**src/rtl/nodemerge_n.sv**
```systemverilog
// Token-steered N-way flit merge into an OUT_DEPTH-entry output FIFO.
// Optional bad-token counter port enabled by NODEMERGE_BADSEL_CNT_EN.
module nodemerge_n #(
  parameter int NUM_IN    = 4,
  parameter int DATA_W    = 11,
  parameter int SEL_W     = 3,
  parameter int OUT_DEPTH = 2
) (
  input  logic                     clk,
  input  logic                     _RESET,
  input  logic [NUM_IN*DATA_W-1:0] in_data,
  input  logic [NUM_IN-1:0]        in_valid,
  output logic [NUM_IN-1:0]        in_ready,
  input  logic [SEL_W-1:0]         sel_data,
  input  logic                     sel_valid,
  output logic                     sel_ready,
  output logic [DATA_W-1:0]        out_data,
  output logic                     out_valid,
  input  logic                     out_ready,
  output logic                     busy
`ifdef NODEMERGE_BADSEL_CNT_EN
  ,
  output logic [7:0]               bad_sel_cnt
`endif
);

  typedef enum logic {IDLE, WAIT_DATA} state_t;

  localparam int CNT_W = $clog2(OUT_DEPTH + 1);
  localparam int PTR_W = (OUT_DEPTH > 1) ? $clog2(OUT_DEPTH) : 1;
  localparam logic [SEL_W:0]   NUM_IN_L = (SEL_W + 1)'(NUM_IN);
  localparam logic [CNT_W-1:0] DEPTH_L  = CNT_W'(OUT_DEPTH);
  localparam logic [PTR_W-1:0] LAST_L   = PTR_W'(OUT_DEPTH - 1);

  state_t            state_q, state_d;
  logic [SEL_W-1:0]  sel_q, sel_d;
  logic [DATA_W-1:0] mem_q [OUT_DEPTH];
  logic [PTR_W-1:0]  wr_q, rd_q;
  logic [CNT_W-1:0]  cnt_q;

  logic              wait_st, full, push, pop;
  logic              sel_ok, sel_hs, dvalid;
  logic [NUM_IN-1:0] sel_oh;
  logic [DATA_W-1:0] dsel;

  always_comb begin
    sel_oh = '0;
    dsel   = '0;
    for (int i = 0; i < NUM_IN; i++) begin
      sel_oh[i] = (sel_q == SEL_W'(i));
      dsel = dsel | (in_data[i*DATA_W +: DATA_W] & {DATA_W{sel_oh[i]}});
    end
    dvalid = |(in_valid & sel_oh);
  end

  // ready is a function of the registered count only
  assign wait_st   = (state_q == WAIT_DATA);
  assign full      = (cnt_q == DEPTH_L);
  assign in_ready  = (wait_st && !full) ? sel_oh : '0;
  assign push      = wait_st && dvalid && !full;
  assign sel_ready = !wait_st || push;
  assign sel_ok    = ({1'b0, sel_data} < NUM_IN_L);
  assign sel_hs    = sel_valid && sel_ready;
  assign out_valid = (cnt_q != '0);
  assign pop       = out_valid && out_ready;
  assign out_data  = out_valid ? mem_q[rd_q] : '0;
  assign busy      = wait_st || out_valid;

  always_comb begin
    state_d = state_q;
    sel_d   = sel_q;
    unique case (state_q)
      IDLE, WAIT_DATA: begin
        if (sel_ready) begin
          state_d = IDLE;
          if (sel_hs && sel_ok) begin
            state_d = WAIT_DATA;
            sel_d   = sel_data;
          end
        end
      end
      default: state_d = IDLE;
    endcase
  end

  always_ff @(posedge clk or negedge _RESET) begin
    if (!_RESET) begin
      state_q <= IDLE;
      sel_q   <= '0;
    end else begin
      state_q <= state_d;
      sel_q   <= sel_d;
    end
  end

  always_ff @(posedge clk or negedge _RESET) begin
    if (!_RESET) begin
      wr_q  <= '0;
      rd_q  <= '0;
      cnt_q <= '0;
      for (int i = 0; i < OUT_DEPTH; i++) mem_q[i] <= '0;
    end else begin
      if (push) begin
        mem_q[wr_q] <= dsel;
        wr_q <= (wr_q == LAST_L) ? '0 : wr_q + 1'b1;
      end
      if (pop) rd_q <= (rd_q == LAST_L) ? '0 : rd_q + 1'b1;
      unique case ({push, pop})
        2'b10:   cnt_q <= cnt_q + 1'b1;
        2'b01:   cnt_q <= cnt_q - 1'b1;
        default: cnt_q <= cnt_q;
      endcase
    end
  end

`ifdef NODEMERGE_BADSEL_CNT_EN
  logic [7:0] bad_q;

  always_ff @(posedge clk or negedge _RESET) begin
    if (!_RESET) bad_q <= '0;
    else if (sel_hs && !sel_ok && bad_q != 8'hFF) bad_q <= bad_q + 8'd1;
  end

  assign bad_sel_cnt = bad_q;
`endif

endmodule

```
**config.mk**
```make
export PLATFORM = sky130hd
export DESIGN_NAME = nodemerge_n
export DESIGN_NICKNAME = d
export VERILOG_FILES = /design/src/rtl/nodemerge_n.sv
export SDC_FILE = /design/constraint.sdc
export NUM_CORES = 1
export LEC_CHECK = 0
export ABC_AREA = 1
export CAP_MARGIN = 10
export CORE_AREA = 2 2 72 67
export DETAILED_ROUTE_END_ITERATION = 10
export DIE_AREA = 0 0 74 69
export PLACE_DENSITY = 0.76
export REMOVE_ABC_BUFFERS = 1
export SYNTH_ARGS = -nofsm -noshare
export SYNTH_HDL_FRONTEND = slang
export SYNTH_SLANG_ARGS = --single-unit
```
**constraint.sdc**
```tcl
create_clock -name clk -period 4.2 [get_ports clk]
set_input_delay 0.42 -clock clk [delete_from_list [all_inputs] [get_ports clk]]
set_output_delay 0.42 -clock clk [all_outputs]
set_load 0.01 [all_outputs]
```
==> results of run 1 <==
[stage by stage]
stage | worst slack, ps | hold WS (ps) | utilization [%] | instance area [µm²] | power, mW
CTS | 1640 | 479 | 59.5 | 2590 | 1.91
global route | 1480 | 497 | 59.5 | 2590 | 2.03
detailed placement | 1650 | 465 | 56.3 | 2440 | 1.54
global placement | 1690 | 457 | 56.3 | 2440 | 1.52
finish | 1640 | 481 | 59.5 | 2590 | 1.89
floorplan | 2490 | 124 | - | 1640 | 1.08
[worst max path at each step]
stage | slack, ps | endpoint | start
after floorplan | 2490 | cnt_q[1] | sel_q[0]
after global placement | 1690 | sel_ready | in_valid[3]
after detailed placement | 1650 | sel_ready | in_valid[3]
after CTS | 1640 | sel_ready | sel_q[0]
after global routing | 1480 | sel_ready | sel_q[0]
final | 1640 | sel_ready | in_valid[3]
[critical path, stage by stage]
cell and delay [ps]:
clkdlybuf4s50_1 390, nand4_1 90, nand2_1 90, o21ai_4 430, nand2_2 180, clkdlybuf4s50_1 530
[kinds of logic after synthesis]
kind of cell	Yosys count	share of synthesized area, %
xor gates and xnor gates	4	2.06
buffers and inverters	36	8.97
DFF	30	44.1
and+or+nand+nor	118	28.8
adders and majority gates	1	0.735
AOI/OAI and AO/OA	49	15.3
[routing by layer]
layer,vias up,GRT usage [%],wire [µm]
met1,790,25.6,2150
met3,6,7.60,411
met2,66,30.2,2130
li1,902,-,-
met5,-,0,0
met4,0,4.85,48
[layout make-up]
cell class	instances	area, µm²
Fill cell	397	1760
Multi-Input combinational cell	172	798
Sequential cell	30	751
Timing Repair Buffer	73	728
Inverter	24	90.1
Clock buffer	6	82.6
Tap cell	62	77.6
Clock inverter	2	60.1
[report_power, final]
group | leakage, nW | switching (mW) | total (mW) | internal (mW)
Sequential | 0.375 | 0.111 | 0.530 | 0.419
Clock | 0.0714 | 0.112 | 0.365 | 0.253
Combinational | 0.722 | 0.556 | 0.994 | 0.438
[registers in the layout, summed over array words and instances, names as in the netlist]
signal,count
mem_q,22
sel_q,3
cnt_q,2
rd_q,1
state_q,1
wr_q,1
[placed cells by master, fill, tap and decap left out, drive strengths merged, types with 6 or more instances in the layout]
cell type and n:
clkdlybuf4s50 72, inv 24, nand2 89, nor2 10, clkbuf 6, o21ai 35
dfrtp 30, nand4 13, nand3 6, a21oi 14
==> reports/metrics.yaml, run 1 <==
status:
  status: "finished clean"
routing:
  avgViaCountPerCell: 4.78
  ant_nets: 0
  drt_wl_total_mm: 4.75
  drc: 0
  vias: 1764
  dr.pass1.iters: 4
  routedWlPerCell_um: 12.9
  drt_first_iter_violations: 95
cts:
  cts.clk_slew.worst_paths_ps: 70
  htreeDepth: 2
  clkSinkCount: 30
  clk_latency_ps: 290
  root_buffer: "clkbuf_8"
  cts_buffers: 5
  post_cts_buffers: 0
  postCtsHoldBufs: 0
  cts_tree: "built"
  cts.path.max_buffers: 2
  ctsResizeCount: 0
logic_synthesis:
  syn_area_um2: 1700
  ys.flop_type: "dfrtp_1"
  synth_top_area_share_pct: 44.1
  ys_async_sr_fraction_pct: 100
  synth_warnings: 0
  ys_seq_elements: 30
  synth_cell_types: 20
  synth_top_area_cell: "dfrtp_1"
  yosysSeqAreaShare_pct: 44.1
  yosysMostFrequentCell: "nand2_1"
  synth_edf_count: 0
  syn_inst: 238
  synth_common_cells: "nand2_1, dfrtp_1, inv_1, o21ai_1, o21ai_0"
  synth_area_leaders: "dfrtp_1, nand2_1, o21ai_1"
  syn_area_per_cell_um2: 7.15
timing:
  finalCritPeriodShare_pct: 60.9
  finalHoldViolations: 0
  rsz0062_at_grt: "false"
  max_slew_margin_pct: 43.8
  setup_viol: 0
  skew_ps: 7.27
  tns_ps: 0
  post-route-min-period_ps: 2560
  slew_viol_final: 0
  max_freq_ghz: 0.391
  worst_pin_slew_ps: 843
die:
  rows: 23
  start_util_pct: 39.2
  core_um2: 4350
  die_y_um: 69
  io_pins: 73
  die_area_um2: 5110
  die_w_um: 74
global_routing:
  antenna_found_initial: 0
  grt_usage_pct: 19.5
  grt_pass1_vias: 1650
  overflow: 0
  grt_pass1_wl_mm: 7.66
  grt_max_degree: 31
placement:
  place_inst: 361
  gp_congestion: 0.787
  dp_hpwl_mm: 3.33
  port_buffers: 72
cells_and_area:
  syn_to_final_growth_pct: 52.1
  drive_gt1_share_pct: 4.89
  fin_cells: 369
  diodes: 0
  nets: 362
min_path:
  hold_depth: 2
  min_from: "mem_q[16]"
  hold_end: "mem_q[16]"
  hold_class: "reg -> reg"
power:
  ir_worst_vdd_mv: 0.394
  power.leakage_nw: 1.17
  power_density_nw_per_um2: 730
critical_path:
  cp_max_fo: 16
  r2r_slack_ps: 2200
  critPathKind: "in -> out"
  end_kind: "primary output"
  crit_arrival_ps: 2140
  r2r_cells: 7
  rr_endpoint: "mem_q[0]"
  cp-start-kind: "input port"
  crit_required_ps: 3780
  r2r-start: "sel_q[0]"
flow_run:
  max_cap_violations: 0
(Power assumes the default switching activity.)
==> inputs of run 2 (changes only) <==
clock period = 2.4 ns   (was 4.2 ns; I/O delays follow)
==> run 2 against run 1 <==
Against the previous run: flip-flop and latch count did not move; wire length barely moved; sequential power rose by 75%; first-iteration DRC count fell by 27%; non-clock buffer count rose by 4; sequential share of layout area rose by 0.24 points; via count rose by 1.0%; highest routed layer unchanged; hold slack got worse by 120 ps; final area fell by 0.82%; worst setup slack got worse by 1500 ps.
==> reports/metrics.yaml, run 2 (synthesized netlist as in run 1, its figures left out) <==
power:
  ir_worst_vdd_mv: 0.792  # +100%
  power_density_nw_per_um2: 1220  # +67%
  power.leakage_nw: 1.16  # -0.32%
routing:
  routedWlPerCell_um: 12.7  # -0.99%
  drc: 0  # unchanged
  drt_first_iter_violations: 69  # -27%
  ant_nets: 0  # unchanged
  dr.pass1.iters: 4  # unchanged
  avgViaCountPerCell: 4.78  # about the same
  vias: 1782  # +1.0%
  drt_wl_total_mm: 4.75  # about the same
placement:
  place_ws_ps: 218  # -1430 ps
  placed_cell_area_um2: 2460  # +0.61%
  port_buffers: 72  # unchanged
  gp_congestion: 0.811  # +3.1%
  dp_hpwl_mm: 3.45  # +3.9%
cts:
  cts_buffers: 5  # unchanged
  cts.clk_slew.worst_paths_ps: 60  # about the same
  root_buffer: "clkbuf_8"
  clk_latency_ps: 280  # about the same
  postCtsHoldBufs: 0  # unchanged
  htreeDepth: 2  # unchanged
  cts_tree: "built"
  clkSinkCount: 30  # unchanged
  cts.path.max_buffers: 2  # unchanged
timing:
  slew_viol_final: 0  # unchanged
  finalHoldViolations: 0  # unchanged
  max_freq_ghz: 0.447
  layout_setup_ws_ps: 164  # -1480 ps
  worst_pin_slew_ps: 757  # -85.6 ps
  finalCritPeriodShare_pct: 93.2
  tns_ps: 0  # unchanged
  setup_viol: 0  # unchanged
  max_slew_margin_pct: 49.4  # +5.6 points
  skew_ps: 3.97  # -3.30 ps
  post-route-min-period_ps: 2240
  rsz0062_at_grt: "false"
critical_path:
  cp_top_family: "flip-flops"
  cp_num_buf_inv: 1  # -1
  crit_start: "rd_q"
  critPathKind: "reg -> out"
  crit_slowest_cell: "dfrtp_1"
  r2r-start: "sel_q[0]"
  crit_required_ps: 2160  # -1620 ps
  crit_chain: "o21ai_0 -> a21oi_1 -> clkdlybuf4s50_1"
  crit_arrival_ps: 2000  # -140 ps
  cp_max_fo: 23  # +7
  cp-start-kind: "register"
  critPathMaxStageDelay_ps: 780  # +250 ps
  end_kind: "primary output"
cells_and_area:
  final_common_cell: "nand2_1"
  reg_top3: "mem_q (22), sel_q (3), cnt_q (2)"
  syn_to_final_growth_pct: 50.8
  diodes: 0  # unchanged
  fin_area_um2: 2570  # -0.82%
  regMostFlops: "mem_q"
  nets: 366  # +1.1%
  drive_gt1_share_pct: 5.79  # +0.90 points
  largest_register_ffs: 22  # unchanged
  fillCellCount: 427  # +7.6%
  final_cell_mix: "nand2_1, clkdlybuf4s50_1, dfrtp_1"
global_routing:
  overflow: 0  # unchanged
  grt_pass1_vias: 1696  # +2.8%
  grt.busiest_layer: "met2"
  grt_max_degree: 31  # unchanged
  use_met3_pct: 6.73  # -0.88 points
  grt_usage_pct: 19.2  # -0.29 points
  met1_usage_pct: 24.2  # -1.4 points
  antenna_found_initial: 0  # unchanged
  grt_pass1_wl_mm: 7.67  # about the same
  use_met2_pct: 31.5  # +1.4 points
die:
  rows: 23  # unchanged
  die_y_um: 69  # unchanged
  die_area_um2: 5110  # unchanged
  start_util_pct: 39.2  # unchanged
  io_pins: 73  # unchanged
  die_w_um: 74  # unchanged
  core_um2: 4350  # unchanged
status:
  status: "finished clean"
min_path:
  hold_class: "in -> async"
flow_run:
  max_cap_violations: 0  # unchanged
-- run 2: changes by cell type in the layout (fill, tap and decap cells not counted), sizes merged --
cell / delta
buf: +4
bufinv: -2
clkbuf: +1
clkinv: +1
-- run 2: power by group --
part / internal, mW / leakage (nW) / switching (mW)
clock network: 0.231 / 0.0482 / 0.181
registers: 0.734 / 0.375 / 0.195
logic: 0.804 / 0.741 / 0.988
total: 1.77 / 1.16 / 1.36
-- run 2: what timing repair did --
action | in CTS | in global routing
endpoints found under the hold margin | 0 | 0
setup endpoints to repair | 0 | 1
setup buffers | 0 | 2
resized for setup | 0 | 0
-- run 2: layout make-up --
cell class	count	area, µm²	share of cell area [%]
Timing Repair Buffer	77	758	29.5
Sequential cell	30	751	29.3
Multi-Input combinational cell	172	798	31.1
Tap cell	62	77.6	3.02
Clock buffer	7	86.3	3.36
Inverter	24	90.1	3.51
Clock inverter	1	5.00	0.195
-- run 2: per-stage QoR --
step | util (%) | power [mW] | hold WS [ps] | cells
after floorplan | - | 1.89 | -55.6 | 226
after global placement | 56.6 | 2.67 | 456 | 363
after detailed placement | 56.6 | 2.72 | 464 | 363
after CTS | 58.7 | 3.14 | 375 | 371
after global routing | 59.1 | 3.39 | 401 | 373
final | 59.1 | 3.13 | 359 | 373
-- run 2: path summary, 6_finish.rpt --
check	endpoint	slack (ps)	cells past startpoint
hold / removal	mem_q[8]	360	2
max in group asynchronous	mem_q[4]	1760	2
hold reg to reg	mem_q[19]	470	2
setup reg to reg	mem_q[17]	470	8
min in group clk	mem_q[19]	470	2
setup / recovery	out_data[2]	160	3
-- run 2: routing by layer --
| metal | up-vias | share of wire [%] |
|---|---|---|
| met5 | - | 0 |
| met4 | 0 | 1.2 |
| met3 | 7 | 8.0 |
| met2 | 63 | 46 |
| met1 | 802 | 45 |
| li1 | 910 | - |
